[src/rtl/beagleg_spi_responder.sv]
// BeagleG host SPI responder: decodes host commands, answers free-slot/status queries and
// assembles motion segments for the FIFO. Optional macro BEAGLEG_SPI_ECHO_EN echoes WRITE bytes on MISO.
module beagleg_spi_responder #(
  parameter int FIFO_DEPTH   = 8,
  parameter int SEGMENT_BITS = 128
) (
  input  logic                             clk,
  input  logic                             rst_n,
  input  logic                             spi_sck,
  input  logic                             spi_cs_n,
  input  logic                             spi_mosi,
  output logic                             spi_miso,
  input  logic [$clog2(FIFO_DEPTH+1)-1:0]  fifo_free,
  input  logic [31:0]                      status_word,
  output logic [SEGMENT_BITS-1:0]          seg_data,
  output logic                             seg_valid,
  input  logic                             seg_ready,
  output logic                             overflow
);
  localparam int NBYTES = SEGMENT_BITS / 8;
  localparam int BCW    = (NBYTES > 1) ? $clog2(NBYTES) : 1;
  localparam logic [BCW-1:0] LAST_BYTE      = BCW'(NBYTES - 1);
  localparam logic [7:0]     CMD_NO_OP      = 8'd0;
  localparam logic [7:0]     CMD_STATUS     = 8'd1;
  localparam logic [7:0]     CMD_WRITE_FIFO = 8'd2;

  typedef enum logic [2:0] {S_IDLE, S_CMD, S_RESP, S_WRITE, S_DISCARD} state_t;

  state_t                  state_q;
  logic [1:0]              sck_sync_q, cs_sync_q, mosi_sync_q;
  logic                    sck_prev_q, cs_prev_q;
  logic [2:0]              bit_cnt_q;
  logic [BCW-1:0]          byte_cnt_q;
  logic [6:0]              rx_q;
  logic [31:0]             resp_q;
  logic [5:0]              resp_cnt_q;
  logic [SEGMENT_BITS-1:0] shift_q;
`ifdef BEAGLEG_SPI_ECHO_EN
  logic [7:0]              echo_q;
`endif

  logic                    sck_rise_s, sck_fall_s, cs_rise_s, cs_fall_s;
  logic [7:0]              rx_byte_s;
  logic [SEGMENT_BITS-1:0] seg_next_s;
  logic                    unused_status_s;

  assign unused_status_s = status_word[31];

  // Edge detection on synchronized pins and next-segment image with the current byte inserted
  always_comb begin
    sck_rise_s =  sck_sync_q[1] & ~sck_prev_q;
    sck_fall_s = ~sck_sync_q[1] &  sck_prev_q;
    cs_rise_s  =  cs_sync_q[1]  & ~cs_prev_q;
    cs_fall_s  = ~cs_sync_q[1]  &  cs_prev_q;
    rx_byte_s  = {rx_q, mosi_sync_q[1]};
    seg_next_s = shift_q;
    seg_next_s[8*byte_cnt_q +: 8] = rx_byte_s;
  end

  // Synchronizers, protocol FSM and all registered outputs
  always_ff @(posedge clk or negedge rst_n) begin
    if (!rst_n) begin
      state_q     <= S_IDLE;
      sck_sync_q  <= 2'b00;
      cs_sync_q   <= 2'b00;
      mosi_sync_q <= 2'b00;
      sck_prev_q  <= 1'b0;
      cs_prev_q   <= 1'b0;
      bit_cnt_q   <= 3'd0;
      byte_cnt_q  <= '0;
      rx_q        <= 7'd0;
      resp_q      <= 32'd0;
      resp_cnt_q  <= 6'd0;
      shift_q     <= '0;
      spi_miso    <= 1'b0;
      seg_data    <= '0;
      seg_valid   <= 1'b0;
      overflow    <= 1'b0;
`ifdef BEAGLEG_SPI_ECHO_EN
      echo_q      <= 8'd0;
`endif
    end else begin
      sck_sync_q  <= {sck_sync_q[0], spi_sck};
      cs_sync_q   <= {cs_sync_q[0], spi_cs_n};
      mosi_sync_q <= {mosi_sync_q[0], spi_mosi};
      sck_prev_q  <= sck_sync_q[1];
      cs_prev_q   <= cs_sync_q[1];

      // a load later in this block overrides the handshake clear
      if (seg_valid && seg_ready) seg_valid <= 1'b0;

      if (cs_rise_s) begin
        state_q    <= S_IDLE;
        bit_cnt_q  <= 3'd0;
        byte_cnt_q <= '0;
        spi_miso   <= 1'b0;
      end else begin
        case (state_q)
          S_IDLE: begin
            if (cs_fall_s) begin
              state_q    <= S_CMD;
              bit_cnt_q  <= 3'd0;
              byte_cnt_q <= '0;
              spi_miso   <= 1'b0;
            end
          end
          S_CMD: begin
            if (sck_rise_s) begin
              rx_q      <= rx_byte_s[6:0];
              bit_cnt_q <= bit_cnt_q + 3'd1;
              if (bit_cnt_q == 3'd7) begin
                case (rx_byte_s)
                  CMD_NO_OP: begin
                    resp_q     <= {8'(fifo_free), 24'd0};
                    resp_cnt_q <= 6'd8;
                    state_q    <= S_RESP;
                  end
                  CMD_STATUS: begin
                    resp_q     <= {overflow, status_word[30:0]};
                    resp_cnt_q <= 6'd32;
                    overflow   <= 1'b0;
                    state_q    <= S_RESP;
                  end
                  CMD_WRITE_FIFO: begin
                    byte_cnt_q <= '0;
                    state_q    <= S_WRITE;
`ifdef BEAGLEG_SPI_ECHO_EN
                    echo_q     <= rx_byte_s;
`endif
                  end
                  default: state_q <= S_DISCARD;
                endcase
              end
            end
          end
          S_RESP: begin
            if (sck_fall_s) begin
              if (resp_cnt_q != 6'd0) begin
                spi_miso   <= resp_q[31];
                resp_q     <= {resp_q[30:0], 1'b0};
                resp_cnt_q <= resp_cnt_q - 6'd1;
              end else begin
                spi_miso <= 1'b0;
              end
            end
          end
          S_WRITE: begin
            if (sck_rise_s) begin
              rx_q      <= rx_byte_s[6:0];
              bit_cnt_q <= bit_cnt_q + 3'd1;
              if (bit_cnt_q == 3'd7) begin
                shift_q <= seg_next_s;
`ifdef BEAGLEG_SPI_ECHO_EN
                echo_q  <= rx_byte_s;
`endif
                if (byte_cnt_q == LAST_BYTE) begin
                  byte_cnt_q <= '0;
                  if (!seg_valid || seg_ready) begin
                    seg_data  <= seg_next_s;
                    seg_valid <= 1'b1;
                  end else begin
                    overflow <= 1'b1;
                  end
                end else begin
                  byte_cnt_q <= byte_cnt_q + 1'b1;
                end
              end
            end
            if (sck_fall_s) begin
`ifdef BEAGLEG_SPI_ECHO_EN
              spi_miso <= echo_q[7];
              echo_q   <= {echo_q[6:0], 1'b0};
`else
              spi_miso <= 1'b0;
`endif
            end
          end
          S_DISCARD: spi_miso <= 1'b0;
          default:   state_q  <= S_IDLE;
        endcase
      end
    end
  end
endmodule

[config.mk]
export PLATFORM = sky130hd
export DESIGN_NAME = beagleg_spi_responder
export DESIGN_NICKNAME = d
export VERILOG_FILES = /design/src/rtl/beagleg_spi_responder.sv
export SDC_FILE = /design/constraint.sdc
export NUM_CORES = 1
export LEC_CHECK = 0
export ABC_AREA = 1
export CELL_PAD_IN_SITES_DETAIL_PLACEMENT = 0
export CELL_PAD_IN_SITES_GLOBAL_PLACEMENT = 2
export CORE_ASPECT_RATIO = 0.7
export CORE_MARGIN = 2
export CORE_UTILIZATION = 25
export DETAILED_ROUTE_END_ITERATION = 8
export PLACE_DENSITY_LB_ADDON = 0.1
export SLEW_MARGIN = 0
export SYNTH_ARGS = -nofsm -noshare
export SYNTH_HDL_FRONTEND = slang
export SYNTH_SLANG_ARGS = --single-unit
[constraint.sdc]
create_clock -name clk -period 3.5 [get_ports clk]
set_input_delay 0.7 -clock clk [delete_from_list [all_inputs] [get_ports clk]]
set_output_delay 0.7 -clock clk [all_outputs]
set_load 0.03 [all_outputs]
==> flow_metrics.tcl, run 1 <==
set metrics [dict create \
    r2r_setup_slack_ps 590 \
    slew_viol_final 0 \
    crit_family "simple AND/OR/NAND/NOR gates" \
    antenna_cells 0 \
    ant_nets 0 \
    fill_cells 6315 \
    timing.fmax_mhz 344 \
    setup_slack_ps 591 \
    ir_drop_uv 234 \
    layout-drive-gt1-share_pct 5.83 \
    syn_avg_cell_area_um2 7.64 \
    first_pass_iters 5 \
    path_class "reg2reg" \
    finalHoldViolations 0 \
    fin_worst_skew_ps 16.6 \
    die_area_um2 62800 \
    crit_arrival_ps 3290 \
    cts_root_buffer "clkbuf_16" \
    required_ps 3890 \
    fin_nets 2182 \
    worst_setup_path_start_kind "flip-flop" \
    clk-insertion-delay-late_ps 560 \
    cts_max_path_buffers 3 \
    final_cell_mix "nand2_1, dfrtp_1, nand3_1, clkdlybuf4s50_1, inv_1" \
    syn_nets 2038 \
    grt_pass1_vias 13241 \
    post-route-period-util_pct 83.1 \
    drt_iter0_drc 890 \
    tightest_slew_ps 790 \
    cts_sinks 322 \
    fin_tns_setup_ps 0 \
    holdBufCountCts 0 \
    port_buffers 171 \
    netlist_instances 1988 \
    crit_buf_inv 4 \
    antenna_found_initial 0 \
    clock_power_share_pct 40.8 \
    r2r_start "byte_cnt_q[1]" \
    die_y_um 210 \
    route.vias.total 13237 \
    layout_min_cycle_time_ps 2910 \
    max_stage_delay_ps 470 \
    worstReg2RegEnd "shift_q[40]" \
    gp_congestion 0.748 \
    yosys_warnings 0 \
    power.density_nw_per_um2 550 \
    cts_resized 0 \
    wire_per_inst_um 16.8 \
    dpl_worst_slack_ps 575 \
    grt_overflow 0 \
    synth_top_area_share_pct 53.0 \
    switching_share_pct 31.7 \
    cts_max_level 2 \
    holdWs_ps 66.6 \
    grt_usage_pct 16.2 \
    cts_tree "done" \
    maxCapViolCount 0 \
    multiInputGateArea_um2 6070 \
    r2r_cells 11 \
    slowest_stage "dfrtp_1" \
    area_delta_synth_final_pct 26.3 \
    cts_buffers 40 \
    relSlewSlack_pct 47.3 \
    p_int_mw 7.21 \
    synth_largest_area_cell "dfrtp_1" \
    yosysUniqueCellTypes 30 \
    endpoint_kind "flip-flop" \
    p_sw_mw 3.35 \
    outcome "finished, final reports clean" \
    seq_area_frac_synth_pct 53.0 \
    vias_per_cell 4.46 \
    postCtsSetupBuffers 0 \
    start_util_pct 25.3 \
    min-delay-path-class "in2async" \
    power_frac_seq_pct 39.6 \
    cts.reportedPaths.clkPinSlew_ps 60 \
    finalSetupViolCount 0 \
    combPwrFrac_pct 19.6 \
    power_leakage_nw 9.80 \
    final_common_cell "nand2_1" \
    synthTopCellsByArea "dfrtp_1, nand2_1, nand3_1" \
    crit_chain "inv_1 -> ha_1 -> inv_1 -> nand2_1 -> nand2_1 -> inv_1 -> buf_4 -> nor2_1 -> nand2_1 -> o21ai_0 -> o21ai_0" \
    hpwlAfterDp_um 31900 \
    core.rowCount 75 \
    route.detailed.drc 0 \
    fp.dieW_um 299 \
    wirelength_um 50000 \
    core-area_um2 60000 \
    syn-cell-area_um2 15200 \
    grt_pass1_wl_um 79600 \
    power.total_mw 10.6 \
    pin_count 173 \
    grt_max_degree 162 \
    ys_ff_latch 322 \
    ff_latch_area_um2 8060 \
    rsz0062_at_grt "no" \
    path_max_fanout 38 \
]
routing by layer:
metal / vias up / wire, µm / GRT usage [%]
met3: 58 / 2450 / 2.97
met4: 0 / 896 / 3.92
li1: 6608 / - / -
met1: 6306 / 25700 / 24.5
met2: 265 / 21000 / 23.6
met5: - / 0 / 0
flip-flops by register name, indices dropped and copies added (netlist names):
name	flops
sck_sync_q	2
mosi_sync_q	2
resp_cnt_q	6
resp_q	32
rx_q	7
cs_sync_q	2
seg_data	128
seg_valid	1
state_q	3
spi_miso	1
shift_q	128
sck_prev_q	1
cs_prev_q	1
overflow	1
byte_cnt_q	4
bit_cnt_q	3
logic make-up (layout without fill, tap and decap cells):
family,after synthesis,count (layout),share of synthesized area [%]
adder cells (fa/ha/maj),8,8,0.659
flip-flops,322,322,53.0
AND/OR/NAND/NOR,1245,1245,34.3
buffers and inverters,268,441,7.07
AO/OA/AOI/OAI,139,139,4.64
multiplexers,1,1,0.0659
XOR/XNOR,5,5,0.288
cells in the mapped netlist, drive strengths merged:
| cell type | n |
|---|---|
| xor2 | 4 |
| o21a | 1 |
| nand4 | 49 |
| o21ai | 129 |
| or2 | 8 |
| a21oi | 7 |
| o22ai | 2 |
| clkbuf | 59 |
| dfrtp | 322 |
| inv | 160 |
| ha | 8 |
| nor3 | 6 |
| clkinv | 2 |
| xnor2 | 1 |
| nand3 | 267 |
| nor2 | 49 |
| mux2i | 1 |
| buf | 47 |
| nor4 | 2 |
| nand2 | 864 |
per-stage QoR:
stage / utilization [%] / instances / cell area [µm²]
3_5_place_dp: 29.7 / 2898 / 17800
6_report: 32.0 / 2969 / 19200
2_1_floorplan: - / 1988 / 15200
4_1_cts: 32.0 / 2969 / 19200
3_3_place_gp: 29.7 / 2898 / 17800
5_1_grt: 32.0 / 2969 / 19200
worst max path at each step:
stage	start	endpoint	slack, ps	depth (start not counted)
floorplan	byte_cnt_q[0]	shift_q[120]	850	12
global placement	byte_cnt_q[0]	shift_q[79]	640	8
detailed placement	byte_cnt_q[0]	shift_q[79]	580	8
CTS	byte_cnt_q[1]	shift_q[43]	550	11
global route	byte_cnt_q[0]	shift_q[43]	190	11
finish	byte_cnt_q[1]	shift_q[40]	590	11
cell type report:
class / count / share of cell area [%]
clock buffers: 61 / 6.37
clock inverters: 10 / 0.691
inverters: 162 / 3.18
multi-input cells: 1398 / 31.6
flip-flops and latches: 322 / 42.0
well taps: 808 / 5.27
repair buffers: 208 / 10.9
power groups by stage:
stage                     registers, mW  logic [mW]  clock network [mW]
final                              4.18        2.07                4.31
after global routing               4.22        2.37                4.64
after detailed placement           4.24        2.10                   0
after global placement             4.24        2.09                   0
after CTS                          4.18        2.11                4.48
after floorplan                    4.26        1.28                   0
No activity file was read; power rests on OpenSTA's default activity.
==> run 2, diff against run 1 <==
==> constraint.sdc (replaced) <==
create_clock -name clk -period 2.75 [get_ports clk]
set_input_delay 0.55 -clock clk [delete_from_list [all_inputs] [get_ports clk]]
set_output_delay 0.55 -clock clk [all_outputs]
set_load 0.03 [all_outputs]
==> run 2 against run 1 <==
  * Sequential power grew 27%
  * Critical endpoint is now seg_data[127]
  * Fmax grew 17%
  * Combinational power grew 33%
  * Clock power grew 34%
  * Design area grew 1.5%
  * Total power grew 31%
  * Hold slack gained 280 ps
  * Utilization grew 0.48 points
  * Critical path type unchanged
  * Routed wire length shrank 0.29%
==> flow_metrics.tcl, run 2 (synthesized netlist as in run 1, its figures left out) <==
set metrics [dict create \
    maxCapViolCount 0 \
    r2r_start "byte_cnt_q[1]" \
    grt_pass1_vias 13093 \
    path_max_fanout 37 \
    cts_tree "done" \
    holdWs_ps 351 \
    grt_overflow 0 \
    crit_start "byte_cnt_q[1]" \
    cts_max_path_buffers 3 \
    antenna_cells 0 \
    final_cell_mix "nand2_1, dfrtp_1, nand3_1, clkdlybuf4s50_1, inv_1" \
    route.vias.total 13290 \
    pin_count 173 \
    finalHoldViolations 0 \
    area_delta_synth_final_pct 28.2 \
    max_stage_delay_ps 520 \
    antenna_found_initial 0 \
    first_pass_iters 4 \
    fin_worst_skew_ps 22.2 \
    clk-insertion-delay-late_ps 570 \
    min_to "cs_sync_q[1]" \
    worstReg2RegEnd "seg_data[127]" \
    crit_family "simple AND/OR/NAND/NOR gates" \
    ant_nets 0 \
    vias_per_cell 4.44 \
    layout-drive-gt1-share_pct 6.46 \
    crit_chain "inv_1 -> ha_1 -> inv_1 -> buf_4 -> nand4_1 -> nand2_1 -> nand3_1 -> nand2_1" \
    cts_buffers 40 \
    final_common_cell "nand2_1" \
    start_util_pct 25.3 \
    core.rowCount 75 \
    setup_slack_ps 269 \
    outcome "finished, final reports clean" \
    crit_arrival_ps 2970 \
    slew_viol_final 0 \
    r2r_setup_slack_ps 270 \
    core-area_um2 60000 \
    timing.fmax_mhz 403 \
    wirelength_um 49800 \
    slowest_stage "nand4_1" \
    finalSetupViolCount 0 \
    grt_max_degree 113 \
    die_y_um 210 \
    min-delay-path-class "reg2reg" \
    hp-start "cs_sync_q[0]" \
    endpoint_kind "flip-flop" \
    min_path_cells 0 \
    path_class "reg2reg" \
    drt_iter0_drc 791 \
    wire_per_inst_um 16.7 \
    grt_usage_pct 16.1 \
    top_regs "seg_data (128), shift_q (128), resp_q (32)" \
    post-route-period-util_pct 90.2 \
    route.detailed.drc 0 \
    postCtsSetupBuffers 0 \
    worst_setup_path_start_kind "flip-flop" \
    r2r_cells 8 \
    fp.dieW_um 299 \
    cts_root_buffer "clkbuf_16" \
    utilization_pct 32.5 \
    required_ps 3240 \
    fin_nets 2201 \
    layout_min_cycle_time_ps 2480 \
    grt_pass1_wl_um 78800 \
    fin_tns_setup_ps 0 \
    ir_drop_uv 372 \
    dpl_worst_slack_ps 293 \
    cts.reportedPaths.clkPinSlew_ps 60 \
    cts_max_level 2 \
    power_leakage_nw 9.95 \
    rsz0062_at_grt "no" \
    gp_congestion 0.765 \
    cts_sinks 322 \
    port_buffers 171 \
    relSlewSlack_pct 56.0 \
    power.density_nw_per_um2 710 \
    hpwlAfterDp_um 32200 \
    crit_buf_inv 3 \
    tightest_slew_ps 658 \
    die_area_um2 62800 \
]
[run 2: changes by cell type in the layout (fill, tap and decap cells not counted), moves of 2 or more]
cell        previous run  this run
clkinvlp_4             3         0
buf_4                 30        41
clkbuf_8              12         6
inv_6                  0         2
buf_12                 7        14
clkbuf_1               8        13
bufinv_16              3         7
[run 2: how the worst max path moves through the flow]
| stage | cells past startpoint | endpoint |
|---|---|---|
| after floorplan | 12 | shift_q[120] |
| after global placement | 9 | seg_data[127] |
| after detailed placement | 9 | shift_q[43] |
| after CTS | 9 | shift_q[43] |
| after global routing | 9 | shift_q[43] |
| final | 8 | seg_data[127] |
[run 2: power by group]
group          internal, mW  switching [mW]  total, mW
clock                  3.58            2.19       5.77
sequential             5.10           0.223       5.32
combinational         0.839            1.91       2.75
total                  9.51            4.32       13.8
[run 2: timing repair]
action	4_1_cts	5_1_grt
gates resized for setup	0	1
hold endpoints to repair	49	0
hold buffers	1	0
setup endpoints to repair	0	1
[run 2: stage by stage]
stage	power (mW)	area (µm²)	instances
3_5_place_dp	8.17	18100	2916
4_1_cts	14.1	19500	2990
2_1_floorplan	7.05	15200	1988
6_report	13.8	19500	2990
3_3_place_gp	8.16	18100	2916
5_1_grt	14.7	19500	2990
[run 2: cell type report]
cell class	instances	area [µm²]
sequential	322	8060
timing repair buffer	227	2310
inverter	162	611
fill	6282	40500
multi-input combinational	1398	6070
tap	808	1010
clock buffer	60	1160
clock inverter	13	254
[run 2: routing by layer]
layer / GRT usage (%) / routed length, µm / vias to the layer above / part of all wire, %
li1: - / - / 6653 / -
met1: 24.5 / 26000 / 6306 / 52
met2: 22.6 / 20400 / 252 / 41
met3: 3.29 / 2330 / 79 / 4.7
met4: 4.61 / 1150 / 0 / 2.3
met5: 0 / 0 / - / 0
[run 2: worst register-to-register path: stages, from the launching register on]
cell and delay [ps]:
dfrtp_1 460, inv_1 70, ha_1 370, inv_1 100, buf_4 380, nand4_1 550, nand2_1 240, nand3_1 150
nand2_1 80
